File: src/rtl/wb_arbiter_rr_if.sv
// rtl/wb_arbiter_rr_if.sv - bundled master-side and slave-side Wishbone signals around the arbiter
interface wb_arbiter_rr_if #(
  parameter int NMASTERS = 4,
  parameter int AWIDTH   = 32,
  parameter int DWIDTH   = 32
);
  logic [NMASTERS-1:0]          cyc_i;
  logic [NMASTERS-1:0]          stb_i;
  logic [NMASTERS-1:0]          we_i;
  logic [NMASTERS*DWIDTH/8-1:0] sel_i;
  logic [NMASTERS*AWIDTH-1:0]   adr_i;
  logic [NMASTERS*DWIDTH-1:0]   m_dat_i;
  logic [DWIDTH-1:0]            m_dat_o;
  logic [NMASTERS-1:0]          ack_o;
  logic [NMASTERS-1:0]          stall_o;
  logic [NMASTERS-1:0]          gnt_o;
  logic                         cyc_o;
  logic                         stb_o;
  logic                         we_o;
  logic [AWIDTH-1:0]            adr_o;
  logic [DWIDTH/8-1:0]          sel_o;
  logic [DWIDTH-1:0]            s_dat_o;
  logic [DWIDTH-1:0]            s_dat_i;
  logic                         ack_i;
  logic                         stall_i;

  // The arbiter is the slave of the N masters and drives the shared slave bus.
  modport slave (
    input  cyc_i, stb_i, we_i, sel_i, adr_i, m_dat_i, s_dat_i, ack_i, stall_i,
    output m_dat_o, ack_o, stall_o, gnt_o, cyc_o, stb_o, we_o, adr_o, sel_o, s_dat_o
  );

  modport master (
    output cyc_i, stb_i, we_i, sel_i, adr_i, m_dat_i, s_dat_i, ack_i, stall_i,
    input  m_dat_o, ack_o, stall_o, gnt_o, cyc_o, stb_o, we_o, adr_o, sel_o, s_dat_o
  );
endinterface

File: src/rtl/wb_arbiter_rr.sv
// rtl/wb_arbiter_rr.sv - N-master to 1-slave pipelined Wishbone arbiter, round-robin or fixed priority
module wb_arbiter_rr #(
  parameter int NMASTERS = 4,
  parameter int AWIDTH   = 32,
  parameter int DWIDTH   = 32,
  parameter int RR_MODE  = 1,
  parameter int MAXOUT   = 4
) (
  input  logic             clk_i,
  input  logic             rst_i,
  wb_arbiter_rr_if.slave   bus
);
  localparam int IW = $clog2(NMASTERS);
  localparam int CW = $clog2(MAXOUT + 1);
  localparam int SW = DWIDTH / 8;

  typedef enum logic {ST_IDLE, ST_OWN} state_t;

  state_t              state, state_nxt;
  logic [NMASTERS-1:0] gnt, gnt_nxt;
  logic [IW-1:0]       owner, owner_nxt;
  logic [IW-1:0]       ptr, ptr_nxt;
  logic [CW-1:0]       count, count_nxt;

  logic [NMASTERS-1:0] arb_req;
  logic                win_any;
  logic [IW-1:0]       win_idx;
  logic                accept;
  logic                ack_ok;
  logic                count_nz;
  logic                count_full;

  // A releasing owner is excluded so the next grant goes to someone else.
  assign arb_req = (state == ST_OWN) ? (bus.cyc_i & ~gnt) : bus.cyc_i;

  always_comb begin
    int j;
    j       = 0;
    win_any = 1'b0;
    win_idx = '0;
    if (RR_MODE != 0) begin
      for (int i = 1; i <= NMASTERS; i++) begin
        j = (int'(ptr) + i) % NMASTERS;
        if (!win_any && arb_req[IW'(j)]) begin
          win_any = 1'b1;
          win_idx = IW'(j);
        end
      end
    end else begin
      for (int i = NMASTERS - 1; i >= 0; i--) begin
        if (arb_req[IW'(i)]) begin
          win_any = 1'b1;
          win_idx = IW'(i);
        end
      end
    end
  end

  assign count_nz   = (count != '0);
  assign count_full = (count == CW'(MAXOUT));

  always_comb begin
    bus.cyc_o   = 1'b0;
    bus.stb_o   = 1'b0;
    bus.we_o    = 1'b0;
    bus.adr_o   = '0;
    bus.sel_o   = '0;
    bus.s_dat_o = '0;
    bus.ack_o   = '0;
    bus.stall_o = bus.cyc_i;
    if (state == ST_OWN) begin
      bus.cyc_o          = bus.cyc_i[owner];
      bus.stb_o          = bus.cyc_i[owner] & bus.stb_i[owner] & ~count_full;
      bus.we_o           = bus.we_i[owner];
      bus.adr_o          = bus.adr_i[owner*AWIDTH +: AWIDTH];
      bus.sel_o          = bus.sel_i[owner*SW +: SW];
      bus.s_dat_o        = bus.m_dat_i[owner*DWIDTH +: DWIDTH];
      bus.ack_o[owner]   = bus.ack_i & count_nz;
      bus.stall_o[owner] = bus.stall_i | count_full;
    end
  end

  assign bus.m_dat_o = bus.s_dat_i;
  assign bus.gnt_o   = gnt;

  // Acks with nothing outstanding are strays and never touch the counter.
  assign accept = bus.stb_o & ~bus.stall_i;
  assign ack_ok = (state == ST_OWN) & bus.ack_i & count_nz;

  always_comb begin
    state_nxt = state;
    gnt_nxt   = gnt;
    owner_nxt = owner;
    ptr_nxt   = ptr;
    count_nxt = count;
    case (state)
      ST_IDLE: begin
        if (win_any) begin
          state_nxt = ST_OWN;
          gnt_nxt   = NMASTERS'(1) << win_idx;
          owner_nxt = win_idx;
          ptr_nxt   = win_idx;
        end
      end
      ST_OWN: begin
        if (!bus.cyc_i[owner]) begin
          // Release or abort: outstanding work is forgotten, late acks get dropped.
          count_nxt = '0;
          if (win_any) begin
            gnt_nxt   = NMASTERS'(1) << win_idx;
            owner_nxt = win_idx;
            ptr_nxt   = win_idx;
          end else begin
            state_nxt = ST_IDLE;
            gnt_nxt   = '0;
          end
        end else if (accept && !ack_ok) begin
          count_nxt = count + CW'(1);
        end else if (!accept && ack_ok) begin
          count_nxt = count - CW'(1);
        end
      end
      default: begin
        state_nxt = ST_IDLE;
        gnt_nxt   = '0;
        count_nxt = '0;
      end
    endcase
  end

  always_ff @(posedge clk_i or posedge rst_i) begin
    if (rst_i) begin
      state <= ST_IDLE;
      gnt   <= '0;
      owner <= '0;
      ptr   <= IW'(NMASTERS - 1);
      count <= '0;
    end else begin
      state <= state_nxt;
      gnt   <= gnt_nxt;
      owner <= owner_nxt;
      ptr   <= ptr_nxt;
      count <= count_nxt;
    end
  end
endmodule
File: src/flat_wrapper.sv
// flat-port wrapper written by rule: the top's interface ports become plain ports
module wb_arbiter_rr_flat 
#(
  parameter int NMASTERS = 4,
  parameter int AWIDTH   = 32,
  parameter int DWIDTH   = 32,
  parameter int RR_MODE  = 1,
  parameter int MAXOUT   = 4
)
  (clk_i, rst_i, bus_cyc_i, bus_stb_i, bus_we_i, bus_sel_i, bus_adr_i, bus_m_dat_i, bus_s_dat_i, bus_ack_i, bus_stall_i, bus_m_dat_o, bus_ack_o, bus_stall_o, bus_gnt_o, bus_cyc_o, bus_stb_o, bus_we_o, bus_adr_o, bus_sel_o, bus_s_dat_o);
  wb_arbiter_rr_if #(.NMASTERS(NMASTERS), .AWIDTH(AWIDTH), .DWIDTH(DWIDTH)) bus_i ();
  input  logic clk_i;
  input  logic rst_i;
  input wire logic [$bits(bus_i.cyc_i)-1:0] bus_cyc_i;
  input wire logic [$bits(bus_i.stb_i)-1:0] bus_stb_i;
  input wire logic [$bits(bus_i.we_i)-1:0] bus_we_i;
  input wire logic [$bits(bus_i.sel_i)-1:0] bus_sel_i;
  input wire logic [$bits(bus_i.adr_i)-1:0] bus_adr_i;
  input wire logic [$bits(bus_i.m_dat_i)-1:0] bus_m_dat_i;
  input wire logic [$bits(bus_i.s_dat_i)-1:0] bus_s_dat_i;
  input wire logic [$bits(bus_i.ack_i)-1:0] bus_ack_i;
  input wire logic [$bits(bus_i.stall_i)-1:0] bus_stall_i;
  output wire logic [$bits(bus_i.m_dat_o)-1:0] bus_m_dat_o;
  output wire logic [$bits(bus_i.ack_o)-1:0] bus_ack_o;
  output wire logic [$bits(bus_i.stall_o)-1:0] bus_stall_o;
  output wire logic [$bits(bus_i.gnt_o)-1:0] bus_gnt_o;
  output wire logic [$bits(bus_i.cyc_o)-1:0] bus_cyc_o;
  output wire logic [$bits(bus_i.stb_o)-1:0] bus_stb_o;
  output wire logic [$bits(bus_i.we_o)-1:0] bus_we_o;
  output wire logic [$bits(bus_i.adr_o)-1:0] bus_adr_o;
  output wire logic [$bits(bus_i.sel_o)-1:0] bus_sel_o;
  output wire logic [$bits(bus_i.s_dat_o)-1:0] bus_s_dat_o;
  assign bus_i.cyc_i = bus_cyc_i;
  assign bus_i.stb_i = bus_stb_i;
  assign bus_i.we_i = bus_we_i;
  assign bus_i.sel_i = bus_sel_i;
  assign bus_i.adr_i = bus_adr_i;
  assign bus_i.m_dat_i = bus_m_dat_i;
  assign bus_i.s_dat_i = bus_s_dat_i;
  assign bus_i.ack_i = bus_ack_i;
  assign bus_i.stall_i = bus_stall_i;
  assign bus_m_dat_o = bus_i.m_dat_o;
  assign bus_ack_o = bus_i.ack_o;
  assign bus_stall_o = bus_i.stall_o;
  assign bus_gnt_o = bus_i.gnt_o;
  assign bus_cyc_o = bus_i.cyc_o;
  assign bus_stb_o = bus_i.stb_o;
  assign bus_we_o = bus_i.we_o;
  assign bus_adr_o = bus_i.adr_o;
  assign bus_sel_o = bus_i.sel_o;
  assign bus_s_dat_o = bus_i.s_dat_o;
  wb_arbiter_rr #(.NMASTERS(NMASTERS), .AWIDTH(AWIDTH), .DWIDTH(DWIDTH), .RR_MODE(RR_MODE), .MAXOUT(MAXOUT)) u_core (.clk_i(clk_i), .rst_i(rst_i), .bus(bus_i));
endmodule
File: config.mk
export PLATFORM = sky130hd
export DESIGN_NAME = wb_arbiter_rr_flat
export DESIGN_NICKNAME = d
export VERILOG_FILES = /design/src/rtl/wb_arbiter_rr_if.sv /design/src/rtl/wb_arbiter_rr.sv /design/src/flat_wrapper.sv
export SDC_FILE = /design/constraint.sdc
export NUM_CORES = 1
export LEC_CHECK = 0
export CORE_AREA = 3 3 170 172
export CTS_CLUSTER_DIAMETER = 50
export DETAILED_ROUTE_END_ITERATION = 10
export DIE_AREA = 0 0 173 175
export HOLD_SLACK_MARGIN = 0.1
export PLACE_DENSITY = 0.48
export SLEW_MARGIN = 10
export SYNTH_ARGS = -nofsm -noshare
export SYNTH_HDL_FRONTEND = slang
export SYNTH_SLANG_ARGS = --single-unit
File: constraint.sdc
create_clock -name clk_i -period 3.16 [get_ports clk_i]
set_input_delay 0.474 -clock clk_i [delete_from_list [all_inputs] [get_ports clk_i]]
set_output_delay 0.474 -clock clk_i [all_outputs]
set_load 0.02 [all_outputs]
==> results of run 1 <==
-- Yosys cell counts (3+ instances only) --
cell type	number	area (µm²)
clkbuf_1	14	52.6
nand2_1	6	22.5
buf_4	32	240
dfrtp_1	10	250
o221ai_1	4	35.0
buf_1	3	11.3
nor2_1	10	37.5
and3_1	4	25.0
a21boi_0	3	22.5
buf_2	10	50.1
nand2b_1	4	25.0
mux2i_1	3	30.0
a32o_1	4	40.0
o21ai_0	3	15.0
and2_1	69	432
a2bb2oi_1	3	26.3
inv_1	9	33.8
mux4_2	70	1580
mux2_2	4	45.0
a31oi_1	3	18.8
-- worst min-delay path: stages, from the launching register on --
cell	delay, ps
dfstp_2	380
inv_1	70
mux2i_1	60
-- final timing paths --
path,depth (start not counted),from,slack [ps],to
min reg2reg,2,u_core.ptr[1],520,u_core.ptr[1]
min in group asynchronous,2,rst_i,560,u_core.count[2]
max in group asynchronous,2,rst_i,2210,u_core.owner[0]
max reg2reg,8,u_core.owner[0],500,u_core.count[2]
min,2,u_core.ptr[1],520,u_core.ptr[1]
max,4,u_core.owner[0],180,bus_s_dat_o[0]
-- cells by family (layout without fill, tap and decap cells) --
logic type                 count (synthesis)  after routing  share of synthesized area
other                                      0              2                          0
and+or+nand+nor                          102            102                      0.183
DFF                                       12             12                     0.0916
muxes                                     77             77                      0.500
adders and majority gates                  1              1                    0.00606
AOI/OAI and AO/OA                         38             38                     0.0973
buffers and inverters                     70            392                      0.122
-- through the flow --
stage               instance area [µm²]  setup slack (ps)
finish                             7320               181
global route                       7320              50.0
CTS                                7310               125
detailed placement                 7220               368
global placement                   7220               366
floorplan                          3300               860
-- power groups by stage --
stage                     logic [mW]  registers (mW)  clock network, mW
final                           4.84           0.379              0.261
after global routing            5.16           0.403              0.276
after CTS                       4.92           0.386              0.268
after detailed placement        4.89           0.388                  0
after global placement          4.92           0.390                  0
after floorplan                 2.93           0.297                  0
-- layer usage --
metal	vias to the layer above	global-route usage	routed length [µm]
li1	1793	-	-
met1	1928	0.155	8060
met2	221	0.215	10000
met3	6	0.0382	1730
met4	2	0.0111	113
met5	-	0	13
-- area by class of cell --
cell class                 count  area [µm²]  area share
tap                          378         473      0.0646
antenna                        2        5.00    0.000684
clock buffer                   4        88.8      0.0121
multi-input combinational    218        2600       0.355
timing repair buffer         378        3800       0.520
inverter                      10        37.5     0.00513
sequential                    12         312      0.0426
-- registers in the layout, indices dropped and copies added (netlist names) --
name and cells:
u_core.ptr 2, u_core.count 3, u_core.state 1, u_core.bus.gnt_o 4, u_core.owner 2
==> reports/results.ini, run 1 <==
[power]
leakage_nw = 2.58
comb_power_share = 0.883
p_sw_frac = 0.439
seqPwrFrac = 0.069
power_mw = 5.48
p_int_mw = 3.07
p_sw_mw = 2.41
pwr_density_cell_nw_per_um2 = 749
ir_drop_mv = 0.425
p_clk_frac = 0.048

[floorplanning]
rows = 61
io_pins = 435
core-area_um2 = 27600
fp.dieW_um = 173
initial_core_util = 0.120
die_area_um2 = 30300
die_h_um = 175

[sta]
fin_skew_ps = 2.91
clock.fmax_ghz = 0.336
relSlewSlack = 0.486
period_share = 0.943
tightest_slew_ps = 758
hold_slack_ps = 520
setup-tns-final_ps = 0
finalHoldViolations = 0
slew_violations = 0
period_needed_ps = 2980
rsz0062_at_grt = false
finalSetupViolations = 0

[setup_path]
arrival_ps = 2510
critPathKind = reg2out
cpLargestDelayFamily = buffers and inverters
required_ps = 2690
slowest_stage = dfrtp_4
end_kind = output port
slowest_delay_ps = 620
critPathBufInv = 2
cp_cell_sequence = buf_12, mux4_2, and2_1, clkdlybuf4s50_1
cp_max_fo = 30
worst_setup_path_start_kind = flop

[place]
io_buffers = 370
hpwl_um = 16800
place.gp.congestion = 0.771
placed_cells = 996

[detailed_routing]
drt-total-wl_um = 20000
first_pass_iters = 4
drt-initial-drc-count = 157
avgViaCountPerCell = 3.94
antenna_left = 0
via_count = 3950
drcViolationCount = 0
wl_per_cell_um = 19.9

[final_layout]
final_cell_mix = clkdlybuf4s50_1, mux4_2, and2_1
finish.utilization = 0.265
fillers = 2925
area_growth_pct = 121
final_common_cell = clkdlybuf4s50_1
finalNetCount = 944
final_cells = 1002
drive_gt1_frac = 0.159

[cts]
root_buffer = clkbuf_16
post_cts_resize_count = 0
numCtsBuffers = 3
cts_buffer_depth = 2
cts_sinks = 12
tritoncts = yes
insertion_delay_ps = 240
hold_buffers = 0
cts_max_level = 1
cts_setup_buffers = 0
clk_pin_slew_ps = 40

[global_routing]
gr-total-overflow = 0
antenna_found_initial = 3
grt_max_degree = 41
grt_pass1_wl_um = 29000
grt_pass1_vias = 4173
grtUsageTotal = 0.123

[logic_synthesis]
syn_area_um2 = 3300
yosys_warnings = 0
ys_async_sr_fraction = 1.00
synth_cells = 300
synth_edf_count = 0
syn-num-nets = 621
yosysSeqAreaShare = 0.0916
ys_ff_latch = 12
synthFlopType = dfrtp_1
avgSynthCellArea_um2 = 11.0
synth_cell_type_count = 43

[min_path]
hp-class = reg2reg

[run]
drv_cap = 0

[outcome]
status = complete, no violations

No activity file was read; power rests on OpenSTA's default activity.
==> run 2: changes to the inputs <==
- CTS_BUF_LIST: not set -> sky130_fd_sc_hd__clkbuf_8
- clock period: 3.16 -> 3.2 ns (I/O delays scaled with it)
==> run 2 against run 1 <==
Sequential cell count unchanged. Utilization down 0.17 points. Sequential power about the same. Register-to-register slack barely moved. Highest routed layer unchanged. Via count increased by 0.46%. Clock skew fell by 1.5 ps. Worst setup slack better by 0.72 ps. Wire length down 1.9%.
==> reports/results.ini, run 2 (synthesis gave the netlist of run 1 again) <==
[floorplanning]
die_area_um2 = 30300
rows = 61
core-area_um2 = 27600
die_h_um = 175
fp.dieW_um = 173
io_pins = 435
initial_core_util = 0.120

[final_layout]
drive_gt1_frac = 0.158
finalNetCount = 943
final_cells = 999
seq_area_um2 = 312
antenna_cells = 0
final_cell_mix = clkdlybuf4s50_1, mux4_2, and2_1
final_common_cell = clkdlybuf4s50_1
fillers = 2960
final_area_um2 = 7270
largest_reg_flops = 4
multi_input_area_um2 = 2600
area_growth_pct = 120

[min_path]
hp-class = reg2reg

[cts]
cts_max_level = 1
cts_sinks = 12
root_buffer = clkbuf_8
tritoncts = yes
hold_buffers = 0
numCtsBuffers = 3
cts_buffer_depth = 2
post_cts_resize_count = 0
cts_setup_buffers = 0
insertion_delay_ps = 250
clk_pin_slew_ps = 60

[detailed_routing]
antenna_left = 0
avgViaCountPerCell = 3.97
wl_per_cell_um = 19.6
drcViolationCount = 0
via_count = 3968
drt-total-wl_um = 19600
drt-initial-drc-count = 176
first_pass_iters = 6

[setup_path]
critPathKind = reg2out
required_ps = 2720
end_kind = output port
cp_max_fo = 27
worst_setup_path_start_kind = flop
critPathBufInv = 2
slowest_delay_ps = 660
arrival_ps = 2540
cpLargestDelayFamily = buffers and inverters
slowest_stage = dfrtp_4
cp_cell_sequence = buf_12, mux4_2, and2_1, clkdlybuf4s50_1

[power]
leakage_nw = 2.56
p_int_mw = 2.95
p_sw_frac = 0.445
pwr_density_cell_nw_per_um2 = 731
comb_power_share = 0.896
seqPwrFrac = 0.071
power_mw = 5.31
p_sw_mw = 2.37
ir_drop_mv = 0.521
p_clk_frac = 0.033

[place]
dpl_cell_area_um2 = 7210
placed_cells = 995
hpwl_um = 16800
io_buffers = 370
dp_slack_ps = 380
place.gp.congestion = 0.780

[sta]
relSlewSlack = 0.465
tightest_slew_ps = 791
slew_violations = 0
timing.final.ws_setup_ps = 181
finalSetupViolations = 0
clock.fmax_ghz = 0.331
setup-tns-final_ps = 0
finalHoldViolations = 0
fin_skew_ps = 1.44
period_share = 0.943
period_needed_ps = 3020
rsz0062_at_grt = false

[global_routing]
grtUsageTotal = 0.121
grt_max_degree = 42
gr-total-overflow = 0
grt_pass1_vias = 4193
antenna_found_initial = 2
grt_pass1_wl_um = 28700

[run]
drv_cap = 0

[outcome]
status = complete, no violations

[run 2: cell types whose count changed in the layout (fill, tap and decap cells not counted), sizes merged]
cell	before	now
buf	8	7
diode	2	0
[run 2: area by class of cell]
type | count | area share
well taps | 378 | 0.0651
inverters | 10 | 0.00516
flip-flops and latches | 12 | 0.0429
clock buffers | 4 | 0.00757
repair buffers | 377 | 0.522
multi-input cells | 218 | 0.357
[run 2: final timing paths]
kind                                  from         endpoint  slack, ps  cells after the start
hold reg to reg              u_core.ptr[1]    u_core.ptr[1]        540                      2
min in group asynchronous            rst_i  u_core.count[2]        570                      2
setup reg to reg           u_core.owner[0]  u_core.count[2]        510                      6
max in group asynchronous            rst_i  u_core.owner[1]       2230                      2
hold / removal               u_core.ptr[1]    u_core.ptr[1]        540                      2
setup / recovery           u_core.owner[0]   bus_s_dat_o[1]        180                      4
[run 2: per-stage QoR]
step / utilization / hold slack (ps)
after global placement: 0.261 / 522
after floorplan: - / 343
after global routing: 0.263 / 560
final: 0.263 / 536
after CTS: 0.263 / 534
after detailed placement: 0.261 / 524
[run 2: per-layer routing]
metal  up-vias  share of wire  global-route usage
li1       1789              -                   -
met1      1937           0.40               0.150
met2       226           0.50               0.213
met3        12          0.088              0.0404
met4         4         0.0059              0.0111
met5         -         0.0014                   0
[run 2: power by group through the flow]
| stage | sequential, mW | combinational (mW) | clock, mW |
|---|---|---|---|
| 2_1_floorplan | 0.293 | 2.89 | 0 |
| 3_3_place_gp | 0.389 | 4.83 | 0 |
| 3_5_place_dp | 0.386 | 4.81 | 0 |
| 4_1_cts | 0.384 | 4.83 | 0.174 |
| 5_1_grt | 0.405 | 5.06 | 0.185 |
| 6_report | 0.379 | 4.76 | 0.175 |
[run 2: worst register-to-register path, delay by kind of cell (launching register included)]
family          cells  cell delay, ps
simple gates        2             380
flops               1             660
compound gates      2             440
fa+ha+maj           1             490
mux                 1             640
==> run 3: changes to the inputs <==
--- a/config.mk
+++ b/config.mk
@@ -14,2 +14,3 @@
 export PLACE_DENSITY = 0.48
+export SKIP_CTS_REPAIR_TIMING = 1
 export SLEW_MARGIN = 10
==> constraint.sdc (replaced) <==
create_clock -name clk_i -period 3.2 [get_ports clk_i]
set_input_delay 0.32 -clock clk_i [delete_from_list [all_inputs] [get_ports clk_i]]
set_output_delay 0.32 -clock clk_i [all_outputs]
set_load 0.02 [all_outputs]
==> run 3 against run 2 <==
Count of clock-buffer cells in the layout is the same. Clock skew is 1.0 ps lower. Via count about the same. Clock power about the same. Wire length is 2.7% higher. Critical path type unchanged.
==> reports/results.ini, run 3 (synthesis gave the netlist of run 1 again) <==
[outcome]
status = complete, no violations

[final_layout]
finalNetCount = 945
final_common_cell = clkdlybuf4s50_1
drive_gt1_frac = 0.161
area_growth_pct = 121
final_cell_mix = clkdlybuf4s50_1, mux4_2, and2_1
final_cells = 1003
largest_reg_flops = 4

[floorplanning]
die_h_um = 175
die_area_um2 = 30300
initial_core_util = 0.120
io_pins = 435
rows = 61
core-area_um2 = 27600
fp.dieW_um = 173

[sta]
timing.final.ws_setup_ps = 276
fin_skew_ps = 0.400
slew_violations = 0
period_needed_ps = 2920
setup-tns-final_ps = 0
finalHoldViolations = 0
period_share = 0.914
finalSetupViolations = 0
clock.fmax_ghz = 0.342
relSlewSlack = 0.469
rsz0062_at_grt = false
tightest_slew_ps = 784

[detailed_routing]
antenna_left = 0
avgViaCountPerCell = 3.95
first_pass_iters = 4
drt-total-wl_um = 20100
via_count = 3966
drt-initial-drc-count = 158
wl_per_cell_um = 20.1
drcViolationCount = 0

[global_routing]
grtUsageTotal = 0.124
grt_pass1_wl_um = 29200
antenna_found_initial = 4
grt_pass1_vias = 4151
grt_max_degree = 41
gr-total-overflow = 0

[setup_path]
arrival_ps = 2600
reg2regPathDepth = 6
critPathBufInv = 3
timing.rr.start = u_core.owner[0]
slowest_stage = dfrtp_4
cpLargestDelayFamily = buffers and inverters
crit_top_cell = buf_12
required_ps = 2880
critPathKind = reg2out
end_kind = output port
reg2reg_slack_ps = 500
cp_cell_sequence = buf_12, buf_12, mux4_2, and2_1, clkdlybuf4s50_1
slowest_delay_ps = 660
r2r_end = u_core.count[2]
cp_max_fo = 23
worst_setup_path_start_kind = flop

[place]
placed_cells = 997
io_buffers = 370
dp_slack_ps = 463
place.gp.congestion = 0.797
hpwl_um = 17000

[cts]
tritoncts = yes
clk_pin_slew_ps = 60
root_buffer = clkbuf_8
cts_sinks = 12
cts_buffer_depth = 2
insertion_delay_ps = 240
numCtsBuffers = 3
cts_max_level = 1

[power]
ir_drop_mv = 0.351
leakage_nw = 2.57
pwr_density_cell_nw_per_um2 = 731

[run]
drv_cap = 0

[min_path]
hp-class = in2async

==> run 3: worst register-to-register path, stage by stage, from the launching register on <==
cell and delay [ps]:
dfrtp_4 660, mux4_2 630, and3_4 220, and3_1 160, fa_1 490, a221oi_2 270, a2bb2oi_1 180
==> run 3: worst max path at each step <==
stage | endpoint | from | cells after the start | slack, ps
finish | bus_adr_o[27] | u_core.owner[0] | 5 | 280
global route | bus_adr_o[0] | u_core.owner[0] | 5 | 120
CTS | bus_adr_o[27] | u_core.owner[0] | 5 | 190
detailed placement | bus_adr_o[27] | u_core.owner[0] | 5 | 460
global placement | bus_adr_o[0] | u_core.owner[0] | 5 | 480
floorplan | u_core.count[2] | u_core.owner[0] | 7 | 900
==> run 3: area by class of cell <==
cell class / count / area [µm²]
inverter: 10 / 37.5
multi-input combinational: 218 / 2600
tap: 378 / 473
clock buffer: 4 / 55.1
antenna: 2 / 5.00
fill: 2964 / 20300
sequential: 12 / 312
timing repair buffer: 379 / 3810
==> run 3: metrics by stage <==
stage,power [mW],hold WS (ps),utilization,instance area (µm²)
global route,5.68,465,0.264,7290
floorplan,3.18,183,-,3300
global placement,5.22,516,0.262,7230
CTS,5.41,434,0.264,7280
finish,5.33,420,0.264,7290
detailed placement,5.21,514,0.262,7230
==> run 3: report_power, final <==
part	switching, mW	internal (mW)
combinational	2.16	2.62
clock	0.0640	0.109
sequential	0.144	0.234
total	2.37	2.96
==> run 3: routing by layer <==
metal	track usage	up-vias	wire length (µm)
met2	0.211	213	10000
met1	0.159	1942	8200
met3	0.0432	10	1780
li1	-	1799	-
met4	0.0115	2	121
met5	0	-	7
